[config.mk]
export PLATFORM = sky130hd
export DESIGN_NAME = fetch_unit
export DESIGN_NICKNAME = d
export VERILOG_FILES = /design/src/rtl/riscv_pkg.sv /design/src/rtl/if_id_reg.sv /design/src/rtl/fetch_unit.sv
export SDC_FILE = /design/constraint.sdc
export NUM_CORES = 1
export LEC_CHECK = 0
export CAP_MARGIN = 10
export CORE_MARGIN = 3
export CORE_UTILIZATION = 35
export DETAILED_ROUTE_END_ITERATION = 6
export GPL_TIMING_DRIVEN = 0
export HOLD_SLACK_MARGIN = 0.08
export PLACE_DENSITY_LB_ADDON = 0.1
export RECOVER_POWER = 25
export SLEW_MARGIN = 20
export SYNTH_ARGS = -nofsm -noshare
export SYNTH_HDL_FRONTEND = slang
export SYNTH_SLANG_ARGS = --single-unit
[constraint.sdc]
create_clock -name clk -period 8.55 [get_ports clk]
set_input_delay 1.71 -clock clk [delete_from_list [all_inputs] [get_ports clk]]
set_output_delay 1.71 -clock clk [all_outputs]
set_load 0.03 [all_outputs]
[src/rtl/riscv_pkg.sv]
// Shared pipeline definitions: NOP encoding, fetch FSM states, default reset vector.
package riscv_pkg;

    localparam logic [31:0] NOP              = 32'h0000_0013;
    localparam logic [31:0] DEFAULT_RESET_PC = 32'h0000_0000;

    typedef enum logic [1:0] {
        REQ  = 2'd0,
        WAIT = 2'd1,
        HOLD = 2'd2
    } fetch_state_e;

endpackage

[src/rtl/if_id_reg.sv]
// Pipeline register holding {PC, Instr, Valid}; squash loads a bubble and wins over write enable.
module if_id_reg
    import riscv_pkg::*;
#(
    parameter int XLEN = 32
) (
    input  logic            clk,
    input  logic            reset,
    input  logic            we_i,
    input  logic            squash_i,
    input  logic [XLEN-1:0] pc_i,
    input  logic [31:0]     instr_i,
    input  logic            valid_i,
    output logic [XLEN-1:0] pc_o,
    output logic [31:0]     instr_o,
    output logic            valid_o
);

    logic [XLEN-1:0] pc_q;
    logic [31:0]     instr_q;
    logic            valid_q;

    always_ff @(posedge clk or posedge reset) begin
        if (reset) begin
            pc_q    <= '0;
            instr_q <= NOP;
            valid_q <= 1'b0;
        end else if (squash_i) begin
            pc_q    <= pc_i;
            instr_q <= NOP;
            valid_q <= 1'b0;
        end else if (we_i) begin
            pc_q    <= pc_i;
            instr_q <= instr_i;
            valid_q <= valid_i;
        end
    end

    assign pc_o    = pc_q;
    assign instr_o = instr_q;
    assign valid_o = valid_q;

endmodule

[src/rtl/fetch_unit.sv]
// Instruction fetch stage: PC ownership, single-outstanding imem requests, and IF/ID register
// control so that stalls and flushes neither lose nor duplicate an instruction.
module fetch_unit
    import riscv_pkg::*;
#(
    parameter int              XLEN     = 32,
    parameter logic [XLEN-1:0] RESET_PC = XLEN'(DEFAULT_RESET_PC)
) (
    input  logic            clk,
    input  logic            reset,
    input  logic            PCWrite,
    input  logic            IF_ID_Write,
    input  logic            Flush,
    input  logic [XLEN-1:0] BranchTarget,
    output logic            imem_req,
    output logic [XLEN-1:0] imem_addr,
    input  logic            imem_ready,
    input  logic            imem_rvalid,
    input  logic [31:0]     imem_rdata,
    output logic [XLEN-1:0] IF_ID_PC,
    output logic [31:0]     IF_ID_Instr,
    output logic            IF_ID_Valid,
    output logic            fetch_busy
);

    fetch_state_e    state_q, state_d;
    logic [XLEN-1:0] pc_q, pc_d;
    logic            discard_q, discard_d;
    logic [31:0]     hold_q, hold_d;

    logic            adv;
    logic            deliver;
    logic            squash;
    logic [31:0]     instr_sel;

    always_ff @(posedge clk or posedge reset) begin
        if (reset) begin
            state_q   <= REQ;
            pc_q      <= RESET_PC;
            discard_q <= 1'b0;
            hold_q    <= '0;
        end else begin
            state_q   <= state_d;
            pc_q      <= pc_d;
            discard_q <= discard_d;
            hold_q    <= hold_d;
        end
    end

    always_comb begin
        adv       = PCWrite & IF_ID_Write;
        state_d   = state_q;
        pc_d      = pc_q;
        discard_d = discard_q;
        hold_d    = hold_q;
        deliver   = 1'b0;
        squash    = 1'b0;
        instr_sel = hold_q;

        if (Flush) begin
            pc_d   = BranchTarget;
            squash = 1'b1;
            // A request still in flight after this edge must have its response swallowed.
            if ((state_q == WAIT && !imem_rvalid) || (state_q == REQ && imem_ready)) begin
                state_d   = WAIT;
                discard_d = 1'b1;
            end else begin
                state_d   = REQ;
                discard_d = 1'b0;
            end
        end else begin
            unique case (state_q)
                REQ: begin
                    if (imem_ready)
                        state_d = WAIT;
                end
                WAIT: begin
                    if (imem_rvalid) begin
                        if (discard_q) begin
                            discard_d = 1'b0;
                            state_d   = REQ;
                        end else if (adv) begin
                            deliver   = 1'b1;
                            instr_sel = imem_rdata;
                            pc_d      = pc_q + XLEN'(4);
                            state_d   = REQ;
                        end else begin
                            hold_d  = imem_rdata;
                            state_d = HOLD;
                        end
                    end
                end
                HOLD: begin
                    if (adv) begin
                        deliver = 1'b1;
                        pc_d    = pc_q + XLEN'(4);
                        state_d = REQ;
                    end
                end
                default: state_d = REQ;
            endcase
        end
    end

    assign imem_req   = (state_q == REQ) & ~reset;
    assign imem_addr  = pc_q;
    assign fetch_busy = (state_q == WAIT);

    // Without a delivered instruction an enabled write loads a bubble carrying the current PC.
    if_id_reg #(
        .XLEN (XLEN)
    ) u_if_id (
        .clk      (clk),
        .reset    (reset),
        .we_i     (IF_ID_Write),
        .squash_i (squash),
        .pc_i     (pc_q),
        .instr_i  (deliver ? instr_sel : NOP),
        .valid_i  (deliver),
        .pc_o     (IF_ID_PC),
        .instr_o  (IF_ID_Instr),
        .valid_o  (IF_ID_Valid)
    );

endmodule

==> metrics.md, run 1 <==
| Metric | Value |
|---|---|
| Worst-Margin Slew | 2.34 ns |
| R2r endpoint | imem_addr[15] |
| Post-synth top area cell | dfrtp_1 |
| Crit start category | input port |
| Most common cell in the netlist | dfrtp_1 |
| Ys flop type | dfrtp_1 |
| Fin Hold WS | 0.477 ns |
| Failing checks | capacitance limit, slew limit |
| I/O pin count | 170 |
| Clock slew at reported path FFs | 0.06 ns |
| Synth Instances | 530 |
| Initial antenna violation count | 1 |
| DPL Wire Length | 12,200 µm |
| FF-to-FF path depth | 7 |
| Remaining Overflow, GRT | 0 |
| CORE AREA | 16,800 µm² |
| Max_slew headroom | -56.6% |
| Data arrival time of the critical path | 3.07 ns |
| Final hold viol count | 0 |
| Routed WL | 16,800 µm |
| Share of cells above drive strength 1 | 16.0% |
| Worst skew pair latency | 0.42 ns |
| DRT Pass-1 Iters | 4 |
| Per-cell routed wire length | 17.7 µm |
| Via count of the routed design | 4,861 |
| Vias per cell | 5.11 |
| EDFF count, synth | 0 |
| Min-Delay Startpoint | u_if_id.instr_o[27] |
| # hold bufs at CTS | 0 |
| Root Buffer | clkbuf_16 |
| F_max | 0.209 GHz |
| Switching share of power | 29.2% |
| H-tree levels | 4 |
| Layout Skew | 0.00698 ns |
| Post-Route Setup TNS | 0 ns |
| Period utilization | 55.9% |
| Min-delay worst type | flop to flop |
| Overall Global Routing Usage | 18.1% |
| Post-synthesis register bit count | 132 |
| Post-synthesis xor/xnor area fraction | 2.17% |
| # fillers | 1,525 |
| Combinational Power Share | 24.6% |
| CTS buffer count | 17 |
| Combinational family with the most area after synthesis | multiplexers |
| Vias in the first global route | 4,952 |
| Psw | 0.000647 W |
| Initial drt markers | 172 |
| Worst Path Required | 6.84 ns |
| Clk buf depth | 2 |
| Worst flop-to-flop path startpoint | state_q[1] |
| Adder-Cell Fraction of Synth Area | 0.827% |
| Top cell type's share of synthesized area | 53.4% |
| Final Max Slew Viols | 50 |
| Async SR Flop Fraction | 100% |
| Syn_area_per_cell | 11.4 µm² |
| Max FO, Critical Path | 2 |
| Synth-to-Final Area Change | 43.9% |
| Worst VDD drop | 138 µV |
| Buffers on Ports | 167 |
| Clock Power Share | 37.8% |
| Cell depth of the worst hold path | 2 |
| Post-Syn Area | 6050 µm² |
| Post-CTS Setup Bufs | 0 |
| R2r setup slk | 6.05 ns |
| Global-route wire length before repair | 26,400 µm |
| Yosys Warn Count | 0 |
| Most frequent cells after synthesis | dfrtp_1 (129), nand2_1 (69), mux2_2 (66), o21ai_0 (51), mux2i_1 (31) |
| Register area share after synthesis | 54.7% |
| Full die area | 18,900 µm² |
| Min Tclk post-route | 4.78 ns |
| Synth top area cells | dfrtp_1 (53%), mux2_2 (12%), mux2i_1 (5.1%) |
| Width of the chip | 137 µm |
| Post-route ant nets | 0 |
| Mux cell area share after synthesis | 17.4% |
| Outcome | finished with violations |
| RSZ-0062 raised after global routing | no |
| CTS tree | built |
| Initial Utilization | 36.1% |
| DRC errors left | 0 |
| Max-Cap Viols | 1 |
| Static Leak | 3.49 nW |
| CTS Sinks | 132 |
| Largest net degree at the start of global routing | 84 |
| Rows | 47 |
| Placer Congestion | 0.811 |
| Post-Synth Simple-Gate Area | 13.2% |
| P_int | 0.00157 W |
| Hold Crit Endpoint | u_if_id.instr_o[27] |
| Fin nets | 792 |
| CP Class | input port to primary output |
| Final number of setup-violating endpoints | 0 |
| Compound-Gate Fraction of Synth Area | 9.60% |
| Syn Nets | 605 |
| Yosys cell types | 61 |
| Crit end category | primary output |
| Seq pwr share | 37.6% |
| Die height | 137 µm |
| Post_cts resized | 0 |
| PD cells | 255 nW/µm² |
cell usage in the layout, fill, tap and decap left out, types with 7 or more instances in the layout:
master and count:
nor2_1 29, dfrtp_1 129, clkdlybuf4s50_1 166, nand2_1 69, o21ai_0 51, mux2i_1 31
nand4_1 9, nand3_1 16, clkbuf_16 17, xor2_1 7, xnor2_1 8, mux2_2 66
clkbuf_1 21
cell type report:
class | count | area (µm²) | area share [%]
plain buffers | 27 | 108 | 1.24
clock buffers | 17 | 425 | 4.89
well taps | 220 | 275 | 3.16
repair buffers | 168 | 1700 | 19.5
flip-flops and latches | 132 | 3310 | 38.0
multi-input cells | 365 | 2610 | 30.0
diodes | 1 | 2.50 | 0.0288
clock inverters | 15 | 251 | 2.89
inverters | 6 | 23.8 | 0.273
sequential cells by signal, indices dropped and copies added (netlist names):
name	count
u_if_id.valid_o	1
discard_q	1
u_if_id.instr_o	32
imem_addr	32
state_q	2
hold_q	32
u_if_id.pc_o	32
layer usage:
layer  track usage (%)  vias up  share of wire (%)
met5                 0        -                  0
met4              6.60        0                1.5
met3              4.93       29                6.8
met2              30.4      154                 49
met1              22.4     2382                 42
li1                  -     2296                  -
power by group through the flow:
stage          combinational [W]  sequential [W]  clock (W)
5_1_grt                 0.000589        0.000852   0.000882
3_3_place_gp            0.000537        0.000838          0
2_1_floorplan           0.000270        0.000911          0
3_5_place_dp            0.000551        0.000844          0
6_report                0.000545        0.000834   0.000838
4_1_cts                 0.000553        0.000833   0.000856
logic make-up after synthesis:
kind of cell | after synthesis
compound gates | 90
flops | 132
simple gates | 159
mux | 97
buf+inv | 33
xor+xnor | 15
fa+ha+maj | 4
worst max-delay path, cell delays in order:
cell	delay [ns]
dlygate4sd3_1	0.56
nor2b_1	0.12
clkdlybuf4s50_1	0.67
metrics by stage:
step / util (%) / power [W] / setup slack [ns] / area, µm² / std cells
CTS: 52.0 / 0.00224 / 3.78 / 8710 / 950
detailed placement: 47.9 / 0.00140 / 3.78 / 8030 / 918
global placement: 47.7 / 0.00138 / 1.26 / 8000 / 917
floorplan: - / 0.00118 / 3.32 / 6050 / 530
global route: 51.9 / 0.00232 / 3.72 / 8700 / 951
finish: 51.9 / 0.00222 / 3.77 / 8700 / 951
worst max-delay path by stage:
stage                         end   from  slack [ns]  depth (start not counted)
2_1_floorplan           discard_q  reset        3.32                          1
3_3_place_gp   u_if_id.instr_o[2]  reset        1.26                          2
3_5_place_dp             imem_req  reset        3.78                          3
4_1_cts                  imem_req  reset        3.78                          3
5_1_grt                  imem_req  reset        3.72                          3
6_report                 imem_req  reset        3.77                          3
(Power assumes the default switching activity.)
==> run 2: changes to the inputs <==
Clock period 8.55 ns to 5 ns, I/O delays scaled along.
==> results of run 2 <==
The final DEF is identical to that of run 1. Status: finished with violations: capacitance limit, slew limit.
Main changes from that run: setup slack after placement 3.78 ns -> 1.65 ns; setup slack after layout 3.77 ns -> 1.64 ns; register-to-register setup slack 6.05 ns -> 2.50 ns; total power 0.00222 W -> 0.00379 W; worst IR drop on VDD 138 µV -> 237 µV
==> run 3: changes to the inputs <==
Clock period 5 ns to 3.2 ns, I/O delays scaled along.
==> run 3 against run 2 <==
The flow now finishes without violations. Clock power increased by 48%. Wire length increased by 2.6%. Die area unchanged. Hold slack improved by 0.0055 ns. Final cell count increased by 0.21%. Core utilization increased by 0.12 points. Highest routed layer unchanged. Critical path depth unchanged. First-iteration DRC count increased by 37%. Count of clock-buffer cells in the layout increased by 7. Sequential power increased by 56%. Clock skew increased by 0.0032 ns.
==> metrics.md, run 3 (synthesis results as in run 1) <==
| Metric | Value |
|---|---|
| Outcome | finished clean (was finished with violations) |
| Vias per cell | 5.13 (was 5.11) |
| Grt peak-use layer | met2 (unchanged) |
| Worst VDD drop | 386 µV (was 237 µV) |
| Rows | 47 (unchanged) |
| Post-route ant nets | 0 (unchanged) |
| Slowest cell on crit path | clkdlybuf4s50_1 (unchanged) |
| Post_cts resized | 0 (unchanged) |
| R2r setup slk | 0.71 ns (was 2.50 ns) |
| Fin nets | 795 (was 792) |
| Final hold viol count | 0 (unchanged) |
| Pre-CTS setup slack | 0.387 ns (was 1.65 ns) |
| # hold bufs at CTS | 0 (unchanged) |
| Placed insts | 921 (was 918) |
| Crit end category | primary output (unchanged) |
| Global-route wire length before repair | 27,500 µm (was 26,400 µm) |
| Full die area | 18,900 µm² (unchanged) |
| Max_slew headroom | 21.6% (was -56.6%) |
| Global Route met2 Usage | 32.2% (was 30.4%) |
| CP Class | input port to primary output (unchanged) |
| Clk buf depth | 2 (unchanged) |
| Vias in the first global route | 5,155 (was 4,952) |
| Final Max Slew Viols | 0 (was 50) |
| Static Leak | 3.50 nW (was 3.49 nW) |
| Width of the chip | 137 µm (unchanged) |
| Overall Global Routing Usage | 18.8% (was 18.1%) |
| Worst skew pair latency | 0.42 ns (about the same) |
| Placer Congestion | 0.816 (was 0.811) |
| Finished Cell Area | 8720 µm² (was 8700 µm²) |
| DPL Wire Length | 12,800 µm (was 12,200 µm) |
| Routed WL | 17,300 µm (was 16,800 µm) |
| Via count of the routed design | 4,893 (was 4,861) |
| Initial drt markers | 235 (was 172) |
| Grt met1 use | 22.7% (was 22.4%) |
| Largest net degree at the start of global routing | 32 (was 84) |
| Crit start category | input port (unchanged) |
| Min-delay worst type | flop to flop (unchanged) |
| Max-Cap Viols | 0 (was 1) |
| H-tree levels | 4 (unchanged) |
| CTS buffer count | 17 (unchanged) |
| Commonest non-fill, non-tap cell in the layout | clkdlybuf4s50_1 (unchanged) |
| CTS tree | built (unchanged) |
| DRT Pass-1 Iters | 4 (unchanged) |
| Commonest cells after routing, fill and taps aside | clkdlybuf4s50_1 (166), dfrtp_1 (129), nand2_1 (69) (unchanged) |
| Grt met3 use | 5.30% (was 4.93%) |
| CORE AREA | 16,800 µm² (unchanged) |
| Max FO, Critical Path | 2 (unchanged) |
| Period utilization | 82.5% |
| Buffers on Ports | 167 (unchanged) |
| I/O pin count | 170 (unchanged) |
| Worst-Margin Slew | 1.17 ns (was 2.34 ns) |
| Die height | 137 µm (unchanged) |
| CTS Sinks | 132 (unchanged) |
| Layout Skew | 0.0101 ns (was 0.00698 ns) |
| Critical-path cell list | dlygate4sd3_1 -> nor2b_1 -> clkdlybuf4s50_1 (unchanged) |
| Area post-placement | 8080 µm² (was 8030 µm²) |
| Initial Utilization | 36.1% (unchanged) |
| Clock slew at reported path FFs | 0.06 ns (about the same) |
| RSZ-0062 raised after global routing | no (unchanged) |
| Diode count | 0 (was 1) |
| Min Tclk post-route | 2.64 ns |
| Data arrival time of the critical path | 2.00 ns (was 2.36 ns) |
| Post-CTS Setup Bufs | 0 (unchanged) |
| Post-Layout Cell Count | 953 (was 951) |
| Initial antenna violation count | 0 (was 1) |
| Worst Path Required | 2.56 ns (was 4.00 ns) |
| F_max | 0.379 GHz |
| Per-cell routed wire length | 18.1 µm (was 17.7 µm) |
| Final number of setup-violating endpoints | 0 (unchanged) |
| Slowest cell delay on critical path | 0.68 ns (was 0.67 ns) |
| Post-route setup slack | 0.560 ns (was 1.64 ns) |
| PD cells | 668 nW/µm² (was 435 nW/µm²) |
| Share of cells above drive strength 1 | 16.1% (was 16.0%) |
| Root Buffer | clkbuf_16 (unchanged) |
| Remaining Overflow, GRT | 0 (unchanged) |
| Synth-to-Final Area Change | 44.2% (was 43.9%) |
| DRC errors left | 0 (unchanged) |
## run 3: cell types whose count changed in the layout (fill, tap and decap cells not counted)
cell / previous run / this run
bufinv_16: 6 / 4
clkinv_4: 4 / 0
clkbuf_8: 0 / 5
inv_6: 3 / 0
buf_16: 1 / 0
clkinvlp_4: 0 / 2
diode_2: 1 / 0
buf_12: 0 / 4
clkbuf_1: 21 / 23
## run 3: per-layer routing
| metal | vias up | wire length, µm |
|---|---|---|
| li1 | 2288 | - |
| met1 | 2436 | 7140 |
| met2 | 150 | 8650 |
| met3 | 19 | 1170 |
| met4 | 0 | 309 |
| met5 | - | 0 |
## run 3: report_power, final
group	internal (W)	total [W]	switching, W
combinational	0.000726	0.00148	0.000752
sequential	0.00201	0.00223	0.000223
clock	0.00141	0.00212	0.000716
## run 3: final timing paths
check,from,end,cells after the start
max,reset,imem_req,3
min,u_if_id.instr_o[2],u_if_id.instr_o[2],2
max reg2reg,state_q[1],imem_addr[15],7
min reg2reg,u_if_id.instr_o[2],u_if_id.instr_o[2],2
max in group asynchronous,reset,u_if_id.instr_o[0],4
min in group asynchronous,reset,imem_addr[28],2
## run 3: critical path, delay by kind of cell
kind,cells,cell delay (ns)
buffers and inverters,2,1.24
and+or+nand+nor,1,0.12
## run 3: per-stage QoR
step,setup TNS [ns],power (W),util [%],hold WS [ns]
4_1_cts,0,0.00589,52.1,0.486
6_report,0,0.00583,52.0,0.483
3_3_place_gp,-43.95,0.00368,47.7,0.464
2_1_floorplan,0,0.00316,-,0.479
3_5_place_dp,0,0.00375,48.2,0.468
5_1_grt,0,0.00612,52.0,0.508
## run 3: final cells by class
class	instances	area, µm²
fill	1488	8040
sequential	132	3310
multi-input combinational	365	2610
timing repair buffer	171	1750
clock buffer	24	502
tap	220	275
clock inverter	8	145
buffer	27	108
inverter	6	23.8
